==> config.mk <==
export PLATFORM = sky130hd
export DESIGN_NAME = booth_mult_seq_flat
export DESIGN_NICKNAME = d
export VERILOG_FILES = /design/src/rtl/booth_mult_seq_if.sv /design/src/rtl/booth_mult_seq.sv /design/src/flat_wrapper.sv
export SDC_FILE = /design/constraint.sdc
export NUM_CORES = 1
export LEC_CHECK = 0
export ABC_CLOCK_PERIOD_IN_PS = 3320
export BUFFER_PORTS_ARGS = -buffer_cell sky130_fd_sc_hd__buf_2
export CAP_MARGIN = 20
export CORE_MARGIN = 10
export CORE_UTILIZATION = 35
export CTS_BUF_LIST = sky130_fd_sc_hd__clkbuf_8
export DETAILED_ROUTE_END_ITERATION = 6
export PLACE_DENSITY = 0.54
export SLEW_MARGIN = 10
export SYNTH_ARGS = -nofsm -noshare
export SYNTH_HDL_FRONTEND = slang
export SYNTH_SLANG_ARGS = --single-unit
export TNS_END_PERCENT = 50
==> constraint.sdc <==
create_clock -name clk -period 3.32 [get_ports clk]
set_input_delay 0.498 -clock clk [delete_from_list [all_inputs] [get_ports clk]]
set_output_delay 0.498 -clock clk [all_outputs]
set_load 0.02 [all_outputs]
==> src/rtl/booth_mult_seq_if.sv <==
// Stream interface for the sequential Booth multiplier: operand handshake in, product handshake out.
// The multiplier drives the slave modport; the upstream/downstream stage uses master.
interface booth_mult_seq_if #(
    parameter int WIDTH = 8
);
    logic                 in_valid;
    logic                 in_ready;
    logic [WIDTH-1:0]     a;
    logic [WIDTH-1:0]     b;
    logic                 signed_mode;
    logic                 out_valid;
    logic                 out_ready;
    logic [2*WIDTH-1:0]   product;
    logic                 busy;

    modport master (
        output in_valid,
        output a,
        output b,
        output signed_mode,
        output out_ready,
        input  in_ready,
        input  out_valid,
        input  product,
        input  busy
    );

    modport slave (
        input  in_valid,
        input  a,
        input  b,
        input  signed_mode,
        input  out_ready,
        output in_ready,
        output out_valid,
        output product,
        output busy
    );
endinterface

==> src/rtl/booth_mult_seq.sv <==
// Radix-4 Booth multiplier, signed/unsigned per transaction, one Booth digit retired per clock.
// Latency WIDTH/2+1 cycles after accept; in_ready low until the product is taken, result held under backpressure.
module booth_mult_seq #(
    parameter int WIDTH     = 8,
    parameter int OUT_WIDTH = 2 * WIDTH
) (
    input  logic             clk,
    input  logic             rst_n,
    booth_mult_seq_if.slave  bus
);
    localparam int AW = 2 * WIDTH + 2;
    localparam int EW = WIDTH + 2;
    localparam int BW = WIDTH + 3;
    localparam int N  = WIDTH / 2 + 1;
    localparam int CW = $clog2(N + 1);
    localparam logic [CW-1:0] LAST_STEP = CW'(N - 1);

    if ((WIDTH % 2) != 0 || WIDTH < 4 || OUT_WIDTH != 2 * WIDTH) begin : g_bad_param
        $error("booth_mult_seq: WIDTH must be even and >= 4, OUT_WIDTH must equal 2*WIDTH");
    end

    typedef enum logic [1:0] {
        IDLE = 2'd0,
        CALC = 2'd1,
        DONE = 2'd2
    } state_t;

    state_t                state_q, state_d;
    logic [AW-1:0]         acc_q, acc_d;
    logic [AW-1:0]         mcand_q, mcand_d;
    logic [BW-1:0]         booth_q, booth_d;
    logic [CW-1:0]         step_q, step_d;
    logic [2*WIDTH-1:0]    product_q, product_d;

    logic [EW-1:0]         a_ext;
    logic [EW-1:0]         b_ext;

    always_ff @(posedge clk or negedge rst_n) begin
        if (!rst_n) begin
            state_q   <= IDLE;
            acc_q     <= '0;
            mcand_q   <= '0;
            booth_q   <= '0;
            step_q    <= '0;
            product_q <= '0;
        end else begin
            state_q   <= state_d;
            acc_q     <= acc_d;
            mcand_q   <= mcand_d;
            booth_q   <= booth_d;
            step_q    <= step_d;
            product_q <= product_d;
        end
    end

    always_comb begin
        state_d   = state_q;
        acc_d     = acc_q;
        mcand_d   = mcand_q;
        booth_d   = booth_q;
        step_d    = step_q;
        product_d = product_q;
        a_ext     = '0;
        b_ext     = '0;

        case (state_q)
            IDLE: begin
                if (bus.in_valid) begin
                    // Two guard bits let the unsigned top Booth digit see a zero sign.
                    a_ext   = bus.signed_mode ? {{2{bus.a[WIDTH-1]}}, bus.a} : {2'b00, bus.a};
                    b_ext   = bus.signed_mode ? {{2{bus.b[WIDTH-1]}}, bus.b} : {2'b00, bus.b};
                    mcand_d = {{(AW - EW){a_ext[EW-1]}}, a_ext};
                    booth_d = {b_ext, 1'b0};
                    acc_d   = '0;
                    step_d  = '0;
                    state_d = CALC;
                end
            end

            CALC: begin
                case (booth_q[2:0])
                    3'b001, 3'b010: acc_d = acc_q + mcand_q;
                    3'b011:         acc_d = acc_q + {mcand_q[AW-2:0], 1'b0};
                    3'b100:         acc_d = acc_q - {mcand_q[AW-2:0], 1'b0};
                    3'b101, 3'b110: acc_d = acc_q - mcand_q;
                    default:        acc_d = acc_q;
                endcase
                // Multiplicand pre-shifted each step so it always carries weight 4^step.
                mcand_d = {mcand_q[AW-3:0], 2'b00};
                booth_d = {{2{booth_q[BW-1]}}, booth_q[BW-1:2]};
                step_d  = step_q + CW'(1);
                if (step_q == LAST_STEP) begin
                    product_d = acc_d[2*WIDTH-1:0];
                    state_d   = DONE;
                end
            end

            DONE: begin
                if (bus.out_ready) begin
                    state_d = IDLE;
                end
            end

            default: begin
                state_d = IDLE;
            end
        endcase
    end

    assign bus.in_ready  = (state_q == IDLE);
    assign bus.out_valid = (state_q == DONE);
    assign bus.busy      = (state_q != IDLE);
    assign bus.product   = product_q;

endmodule

==> src/flat_wrapper.sv <==
// flat-port wrapper written by rule: the top's interface ports become plain ports
module booth_mult_seq_flat 
#(
    parameter int WIDTH     = 8,
    parameter int OUT_WIDTH = 2 * WIDTH
)
  (clk, rst_n, bus_in_valid, bus_a, bus_b, bus_signed_mode, bus_out_ready, bus_in_ready, bus_out_valid, bus_product, bus_busy);
  booth_mult_seq_if #(.WIDTH(WIDTH)) bus_i ();
  input  logic clk;
  input  logic rst_n;
  input wire logic [$bits(bus_i.in_valid)-1:0] bus_in_valid;
  input wire logic [$bits(bus_i.a)-1:0] bus_a;
  input wire logic [$bits(bus_i.b)-1:0] bus_b;
  input wire logic [$bits(bus_i.signed_mode)-1:0] bus_signed_mode;
  input wire logic [$bits(bus_i.out_ready)-1:0] bus_out_ready;
  output wire logic [$bits(bus_i.in_ready)-1:0] bus_in_ready;
  output wire logic [$bits(bus_i.out_valid)-1:0] bus_out_valid;
  output wire logic [$bits(bus_i.product)-1:0] bus_product;
  output wire logic [$bits(bus_i.busy)-1:0] bus_busy;
  assign bus_i.in_valid = bus_in_valid;
  assign bus_i.a = bus_a;
  assign bus_i.b = bus_b;
  assign bus_i.signed_mode = bus_signed_mode;
  assign bus_i.out_ready = bus_out_ready;
  assign bus_in_ready = bus_i.in_ready;
  assign bus_out_valid = bus_i.out_valid;
  assign bus_product = bus_i.product;
  assign bus_busy = bus_i.busy;
  booth_mult_seq #(.WIDTH(WIDTH), .OUT_WIDTH(OUT_WIDTH)) u_core (.clk(clk), .rst_n(rst_n), .bus(bus_i));
endmodule
==> results of run 1 <==
## synth_stat cells (4+ instances only)
| cell type | instances |
|---|---|
| sky130_fd_sc_hd__nand2b_1 | 8 |
| sky130_fd_sc_hd__and3_1 | 5 |
| sky130_fd_sc_hd__xor2_1 | 20 |
| sky130_fd_sc_hd__a21oi_1 | 25 |
| sky130_fd_sc_hd__nor2_1 | 53 |
| sky130_fd_sc_hd__nand2_1 | 87 |
| sky130_fd_sc_hd__o22ai_1 | 7 |
| sky130_fd_sc_hd__clkbuf_1 | 17 |
| sky130_fd_sc_hd__a21o_1 | 6 |
| sky130_fd_sc_hd__clkbuf_8 | 5 |
| sky130_fd_sc_hd__o21a_1 | 7 |
| sky130_fd_sc_hd__ha_1 | 36 |
| sky130_fd_sc_hd__a31oi_1 | 17 |
| sky130_fd_sc_hd__o31ai_1 | 4 |
| sky130_fd_sc_hd__o21ai_0 | 48 |
| sky130_fd_sc_hd__nand3_1 | 24 |
| sky130_fd_sc_hd__o21ai_1 | 8 |
| sky130_fd_sc_hd__inv_1 | 19 |
| sky130_fd_sc_hd__a221oi_1 | 5 |
| sky130_fd_sc_hd__a22oi_1 | 11 |
| sky130_fd_sc_hd__nor3_1 | 8 |
| sky130_fd_sc_hd__dfrtp_1 | 64 |
| sky130_fd_sc_hd__xnor2_1 | 28 |
| sky130_fd_sc_hd__nor2b_1 | 6 |
## final timing paths
check / start / end / slack (ps) / depth (start not counted)
setup reg to reg: u_core.mcand_q[1] / u_core.acc_q[12] / 50 / 13
max in group asynchronous: rst_n / u_core.mcand_q[15] / 2580 / 2
setup / recovery: u_core.mcand_q[1] / u_core.acc_q[12] / 50 / 13
min in group clk: bus_out_ready / u_core.state_q[1] / 320 / 2
hold / removal: rst_n / u_core.bus.product[0] / 120 / 1
hold reg to reg: u_core.bus.product[9] / u_core.bus.product[9] / 470 / 2
## state kept, by name, summed over array words and instances, names as in the netlist
name,cells
u_core.acc_q,16
u_core.booth_q,11
u_core.bus.product,16
u_core.mcand_q,16
u_core.state_q,2
u_core.step_q,3
## layout make-up
type	instances	area [µm²]	area share (%)
Multi-Input combinational cell	464	3246	54.05
Sequential cell	64	1602	26.67
Timing Repair Buffer	97	663.1	11.04
Tap cell	180	225.2	3.751
Clock buffer	10	137.6	2.292
Inverter	19	71.32	1.188
Clock inverter	6	60.06	1.000
## logic make-up after synthesis
family,after synthesis
adders and majority gates,38
and+or+nand+nor,213
buffers and inverters,53
muxes,4
xor gates and xnor gates,49
AOI/OAI and AO/OA,160
DFF,64
## per-stage QoR
step | hold WS, ps | instance area, µm²
4_1_cts | 300.0 | 5655
3_3_place_gp | 454.3 | 5400
6_report | 119.8 | 6005
3_5_place_dp | 461.4 | 5400
2_1_floorplan | 202.4 | 4900
5_1_grt | 144.0 | 6005
## placed cells by master, fill, tap and decap left out, types with 3 or more instances in the layout
cell type / instances
sky130_fd_sc_hd__and3_1: 5
sky130_fd_sc_hd__o22ai_1: 5
sky130_fd_sc_hd__o21ai_1: 17
sky130_fd_sc_hd__a221oi_2: 3
sky130_fd_sc_hd__nor3_1: 5
sky130_fd_sc_hd__nand2_1: 84
sky130_fd_sc_hd__nor3_2: 4
sky130_fd_sc_hd__a21o_1: 6
sky130_fd_sc_hd__o21a_1: 7
sky130_fd_sc_hd__a22oi_1: 11
sky130_fd_sc_hd__a21oi_2: 3
sky130_fd_sc_hd__nand2b_1: 7
sky130_fd_sc_hd__buf_2: 39
sky130_fd_sc_hd__inv_1: 16
sky130_fd_sc_hd__o211ai_1: 3
sky130_fd_sc_hd__xnor2_1: 28
sky130_fd_sc_hd__a221oi_1: 4
sky130_fd_sc_hd__inv_2: 4
sky130_fd_sc_hd__ha_1: 32
sky130_fd_sc_hd__nand2_2: 3
sky130_fd_sc_hd__nor2_1: 51
sky130_fd_sc_hd__a31oi_1: 16
sky130_fd_sc_hd__nor2b_1: 6
sky130_fd_sc_hd__a21oi_1: 21
sky130_fd_sc_hd__ha_4: 4
sky130_fd_sc_hd__clkbuf_8: 10
sky130_fd_sc_hd__nand3_1: 23
sky130_fd_sc_hd__o31ai_1: 3
sky130_fd_sc_hd__buf_4: 56
sky130_fd_sc_hd__dfrtp_1: 64
sky130_fd_sc_hd__xor2_1: 18
sky130_fd_sc_hd__o21ai_0: 37
sky130_fd_sc_hd__or3_4: 3
## worst reg2reg max path: stages, from the launching register on
cell and delay, ps:
sky130_fd_sc_hd__dfrtp_1 420, sky130_fd_sc_hd__or3_4 400, sky130_fd_sc_hd__or3_4 340, sky130_fd_sc_hd__or3_4 360, sky130_fd_sc_hd__nand2_4 100, sky130_fd_sc_hd__xor2_4 160, sky130_fd_sc_hd__ha_4 220, sky130_fd_sc_hd__o21a_1 130
sky130_fd_sc_hd__nor3_2 120, sky130_fd_sc_hd__nor2_1 60, sky130_fd_sc_hd__o21a_1 130, sky130_fd_sc_hd__or4b_1 480, sky130_fd_sc_hd__o211a_1 140, sky130_fd_sc_hd__o21ai_1 120
## layer usage
metal  up-vias  track usage, %  share of wire [%]
met1      2157           17.50                 48
met2       111           21.16                 45
met3        30           3.014                4.4
met4         0           7.159                2.8
li1       2201               -                  -
met5         -               0                  0
## timing repair
item,in CTS,in global routing
endpoints found under the setup margin,10,20
pin swaps,3,30
cloned,0,0
hold endpoints to repair,0,0
buffers inserted,3,10
resized for setup,7,56
==> run summary, run 1 <==
For this run, the register share of the synthesized area comes to 32.69%. The maximum number of pins on one net before global-route repair is 62, and the core region area is 13770 µm². Max-capacitance violation count: 0.

After detailed routing, the average wire length per cell comes to 16.27 µm. The post-synthesis compound-gate area fraction is 20.86%. By area the synthesized netlist is led by sky130_fd_sc_hd__dfrtp_1, sky130_fd_sc_hd__ha_1, sky130_fd_sc_hd__nand2_1.

The run gives 4 as the number of detailed-route iterations in the first pass. Once placement completed, the tool counted placed cells totaling 809. Number of global-route vias before repair: 4427.

Once the floorplan was initialized, standard cells occupied 35.57% of the core. Among all stages on the critical path, the largest delay is contributed by sky130_fd_sc_hd__or4b_1. The global placer's final weighted congestion came out at 0.9310. The clock passes through at most 2 buffers. In this run the tightest slew margin relative to its limit is 33.07%.

Number of hold violations in the final report: 0. Post-synthesis xor/xnor area fraction: 8.912%. The final design utilization came out at 43.60%. The layout cell share with drive strength beyond 1 came out at 25.91%. The remaining global-route overflow came out at 0. Clock-pin slew was measured on the worst setup and hold paths at 80 ps.

TritonCTS built the clock tree. Input and output buffers added on the ports amount to 39. Grouping stages by cell kind, the critical path spends the most delay in simple AND/OR/NAND/NOR gates. The final cell count without fillers was 840; the peak fanout along the critical path was 3.

Among the stages of the critical path, the cell type that occurs most often is sky130_fd_sc_hd__or3_4. The mean instance size in the synthesized netlist is 8.433 µm², and the data arrival time of the critical path is 3560 ps. Yosys printed 0 warnings. The net count of the mapped netlist came out at 640.

From left edge to right edge, the die measures 138.3 µm. The number of pins with negative max-slew slack in the final report is 0, and the critical path buffer and inverter count is 0. The repair_antennas step left the layout with diodes totalling 0.

The number of enable-type register cells in the synthesized netlist came out at 0. The synthesized design contains 64 register bits. Global routing consumed, over all layers together, 13.70% of the routing resources.

The clock tree synthesis step divided the H-tree into 3 levels. Setup repair after global routing could not meet its margin everywhere. The first routing iteration left 352 violations. STA classifies the critical path endpoint as a flop.

Total number of nets in the final design: 714. The die is 138.3 µm tall. The die covers 19130 µm². The synthesized netlist cell count was 581.

The tools report the post-detailed-route count of antenna-violating nets as 0. The cell sitting at the root of the clock tree is a sky130_fd_sc_hd__clkbuf_8. The number of vias after detailed routing came out at 4499. The clock latency of the later-clocked register in the worst-skew pair is 370 ps, and the worst slack after detailed placement is -30.39 ps.

The number of CTS-inserted buffers came out at 9. The endpoint required time on the critical path was 3610 ps. The post-synthesis simple-gate area fraction works out to 20.22%. In this design, the stage delay of the slowest critical-path cell is 480 ps. For this run, the leading register cell type out of synthesis is sky130_fd_sc_hd__dfrtp_1. The dominant combinational cell family by area after synthesis is compound AO/OA/AOI/OAI gates.

The post-detailed-placement half-perimeter wirelength was 9882 µm. The detail-routed via count per cell was 5.356. The cell area after synthesis came out at 4900 µm². After layout, the worst setup slack is 52.78 ps. Of the available clock period, the critical path in the final layout requires 98.41%. For the number of setup violations in the final report, the log shows 0. STA classifies the critical path startpoint as a flop. The share of flip-flops with an asynchronous set or reset after synthesis was 100.0%; the fill cell total of the finished layout was 1376. Timing would allow up to 306.1 MHz. Cell taking the most area after synthesis: sky130_fd_sc_hd__dfrtp_1. The initialized floorplan defines 43 standard-cell rows. For this block, the routed nets add up to 13670 µm of wire. For the pin with the worst max-slew slack, the measured transition is 1000 ps. The remaining routing DRC violations is 0, and the initial antenna violation count is 0. Counting I/O delays and the setup requirement, the final critical path takes 3267 ps. In this run the count of I/O pins placed on the die edge is 40. For the final routed database, the setup TNS stands at 0 ps. The mux contribution to synthesized area works out to 0.8427%. The flow ran to the end, and the final reports show no timing, DRC or antenna violations.

Post-synthesis cell type count: 67. The fraction of the mapped netlist area in adder cells came out at 10.01%. The share of synthesized area in the top cell type comes to 32.69%. The critical path in this run is classified as flop to flop. The first global-routing pass estimated 21850 µm of wire. The worst clock skew on the final layout is 14.50 ps, and the post-cts hold buffer count is 0. Type of the worst min-delay path: input pin to asynchronous set/reset pin. The clock sink count is 64. The signal on the critical path passes through or3_4, or3_4, or3_4, nand2_4, xor2_4, ha_4, o21a_1, nor3_2, nor2_1, o21a_1, or4b_1, o211a_1, o21ai_1. The area overhead of the layout relative to synthesis was 22.55%.
Power of run 1 is left out: the tool's default activity adds up to more than one toggle a clock period on the data nets, which glitch-free logic cannot reach.
==> inputs of run 2 (changes only) <==
--- a/config.mk
+++ b/config.mk
@@ -5,14 +5,14 @@
 export SDC_FILE = /design/constraint.sdc
 export NUM_CORES = 1
 export LEC_CHECK = 0
-export ABC_CLOCK_PERIOD_IN_PS = 3320
+export ABC_CLOCK_PERIOD_IN_PS = 3600
 export BUFFER_PORTS_ARGS = -buffer_cell sky130_fd_sc_hd__buf_2
 export CAP_MARGIN = 20
 export CORE_MARGIN = 10
 export CORE_UTILIZATION = 35
 export CTS_BUF_LIST = sky130_fd_sc_hd__clkbuf_8
 export DETAILED_ROUTE_END_ITERATION = 6
-export PLACE_DENSITY = 0.54
+export PLACE_DENSITY = 0.52
 export SLEW_MARGIN = 10
 export SYNTH_ARGS = -nofsm -noshare
 export SYNTH_HDL_FRONTEND = slang
==> constraint.sdc (replaced) <==
create_clock -name clk -period 3.6 [get_ports clk]
set_input_delay 0.54 -clock clk [delete_from_list [all_inputs] [get_ports clk]]
set_output_delay 0.54 -clock clk [all_outputs]
set_load 0.02 [all_outputs]
==> run 2 against run 1 <==
  * Count of clock-buffer cells in the layout is the same
  * First-iteration DRC count down 2.0%
  * Clock skew is 2.4 ps higher
  * Sequential share of layout area increased by 2.2 points
  * Non-clock buffer count fell by 37
  * Setup slack improved by 160 ps
  * Global-route usage is 0.19 points lower
  * Maximum frequency down 3.6%
  * Critical path depth stayed put
  * Critical path type unchanged
==> run summary, run 2 (synthesis gave the netlist of run 1 again) <==
Detailed placement finished with a half-perimeter wire length of 9824 µm. The floorplan step defined a core boundary enclosing 13770 µm². The number of detailed-route iterations in the first pass came out at 5. The global placer's final weighted congestion is 0.9466. Leaving out fill and tap cells, the most frequent cell in the layout is sky130_fd_sc_hd__nand2_1. The cell family with the largest share of critical-path delay is simple AND/OR/NAND/NOR gates. The count of nets left with antenna violations once routing finished came out at 0. The number of rows created at floorplan was 43; the number of stages on the worst setup path was 13. The critical path ends at u_core.acc_q[10].

The count of buffers from port buffering was 39. The worst setup path is launched from a flop. Cells fill 40.21% of the core in the end. Across the whole layout, storage elements account for 1602 µm². The worst register-to-register path begins at u_core.mcand_q[1].

In the final layout, the multi-input gates occupy 3062 µm². In the layout the commonest cells are sky130_fd_sc_hd__nand2_1, sky130_fd_sc_hd__dfrtp_1, sky130_fd_sc_hd__nor2_1, sky130_fd_sc_hd__o21ai_0, sky130_fd_sc_hd__buf_2. STA puts the critical path data arrival time at 3610 ps. Number of global-route vias before repair: 4244. The run gives 13.52% as the combined global-route utilization of all metal layers. The number of DRC markers in iteration 0 was 345; the number of CTS-inserted buffers was 9. The tree is rooted in a sky130_fd_sc_hd__clkbuf_8.

The die is 138.3 µm tall. Compared with the post-synthesis result, the final layout area differs by 13.02%. For the worst flop-to-flop path, the logic depth is 13. The number of hold violations in the final report came out at 0. Of the available clock period, the critical path in the final layout requires 94.16%. The worst pin sits at a relative slew slack of 35.67%. Hold repair after CTS inserted 0 buffers. The first global-routing pass estimated 21550 µm of wire. Clock latency on the worst-skew pair, taken at its later pin, is 370 ps. Max-capacitance violation count: 0. The maximum number of pins on one net before global-route repair was 62.

The critical path buffer and inverter count came out at 0. The initial antenna violation count is 0, and the area of the die is 19130 µm². Traced cell by cell, the critical path runs through or3_4, or3_4, or3_1, nand2_1, xor2_1, ha_1, a21o_4, or4_1, o22ai_2, xor2_1, o21ai_0, a21oi_1, o21ai_0.

At the worst endpoint, the required time is 3820 ps. The diode insertion count for antenna repair was 0; the overall die width was 138.3 µm. The type of the worst min-delay path is input pin to asynchronous set/reset pin. The worst clock skew on the final layout is 16.86 ps.

The sort of element at the end of the critical path was a flop. Remaining routing DRC violations: 0. Library cell contributing the largest single delay on the critical path: sky130_fd_sc_hd__or4_1. The final layout contains 677 nets.

Setup slack on the worst reg-to-reg path comes out at 210 ps. Of the cells placed in the final design, the portion with a size suffix greater than 1 is 17.50%. Based on the critical path, the design can be clocked at up to 295.0 MHz. CTS built an H-tree with a depth of 3. TritonCTS built the clock tree. After detailed routing, the average wire length per cell comes to 16.31 µm. The run gives 13100 µm as the sum of routed wire length over all layers. The I/O pin total was 40; the detail-routed via count per cell was 5.209. Setup violations remaining at the end of the flow were counted as 0. The minimum clock period works out to 3390 ps. Adding up every negative setup slack in the final design gives 0 ps.

Tracing the worst setup path back leads to its startpoint at u_core.mcand_q[1]. The run gives 0 as the number of pins with negative max-slew slack in the final report. The endpoint identified for the worst register-to-register timing path is u_core.acc_q[10].

Deepest clock path buffer count: 2. The flow ran to the end, and the final reports show no timing, DRC or antenna violations. For this run the aggregate overflow at the end of global routing stands at 0. After clock tree synthesis, the clock-pin slew on the worst setup and hold paths is 80 ps. The clock drives 64 sinks.

The stage delay of the slowest cell on the critical path is 430 ps. The peak fanout along the critical path works out to 5. Counting the fill cells in the layout gives 1414.

The minimum hold slack is 321.2 ps, and the transition at the pin with the smallest max-transition slack is 961.5 ps. Type of the setup path with the least slack: flop to flop. For this configuration, the core starts out at a cell density of 35.57%.

The tools report the number of vias after detailed routing as 4183.
[run 2: cell count changes in the layout (fill, tap and decap cells not counted), moves of 3 or more]
cell	previous run	this run
sky130_fd_sc_hd__ha_1	32	35
sky130_fd_sc_hd__a21oi_1	21	25
sky130_fd_sc_hd__inv_1	16	19
sky130_fd_sc_hd__inv_2	4	0
sky130_fd_sc_hd__ha_4	4	0
sky130_fd_sc_hd__buf_4	56	20
sky130_fd_sc_hd__o21ai_0	37	48
sky130_fd_sc_hd__o21ai_1	17	8
sky130_fd_sc_hd__nand2_1	84	87
[run 2: final cells by class]
cell class,count,area share [%]
repair buffers,60,6.733
flip-flops and latches,64,28.92
inverters,19,1.288
multi-input cells,464,55.29
clock buffers,10,2.485
well taps,180,4.067
clock inverters,6,1.220
[run 2: timing repair]
item | in CTS | in global routing
endpoints found under the setup margin | 0 | 12
gates resized for setup | 0 | 14
buffers inserted | 0 | 2
[run 2: how the worst min path moves through the flow]
stage / slack [ps] / start / to
floorplan: 240 / rst_n / u_core.acc_q[0]
global placement: 450 / u_core.bus.product[0] / u_core.bus.product[0]
detailed placement: 460 / u_core.bus.product[0] / u_core.bus.product[0]
CTS: 330 / bus_out_ready / u_core.state_q[1]
global route: 350 / bus_out_ready / u_core.state_q[1]
finish: 320 / rst_n / u_core.acc_q[0]
[run 2: per-layer routing]
metal | wire (µm) | global-route usage [%] | vias up
li1 | - | - | 2122
met1 | 6505 | 17.61 | 1973
met2 | 5999 | 21.69 | 79
met3 | 453 | 2.432 | 9
met4 | 138 | 5.161 | 0
met5 | 0 | 0 | -
[run 2: per-stage QoR]
step	cell area [µm²]	worst slack, ps	cells
3_5_place_dp	5213	120.6	784
4_1_cts	5418	69.66	800
6_report	5538	210.3	803
5_1_grt	5538	-17.79	803
3_3_place_gp	5213	226.2	784
2_1_floorplan	4900	419.8	581
Power of run 2 is left out for the same reason.
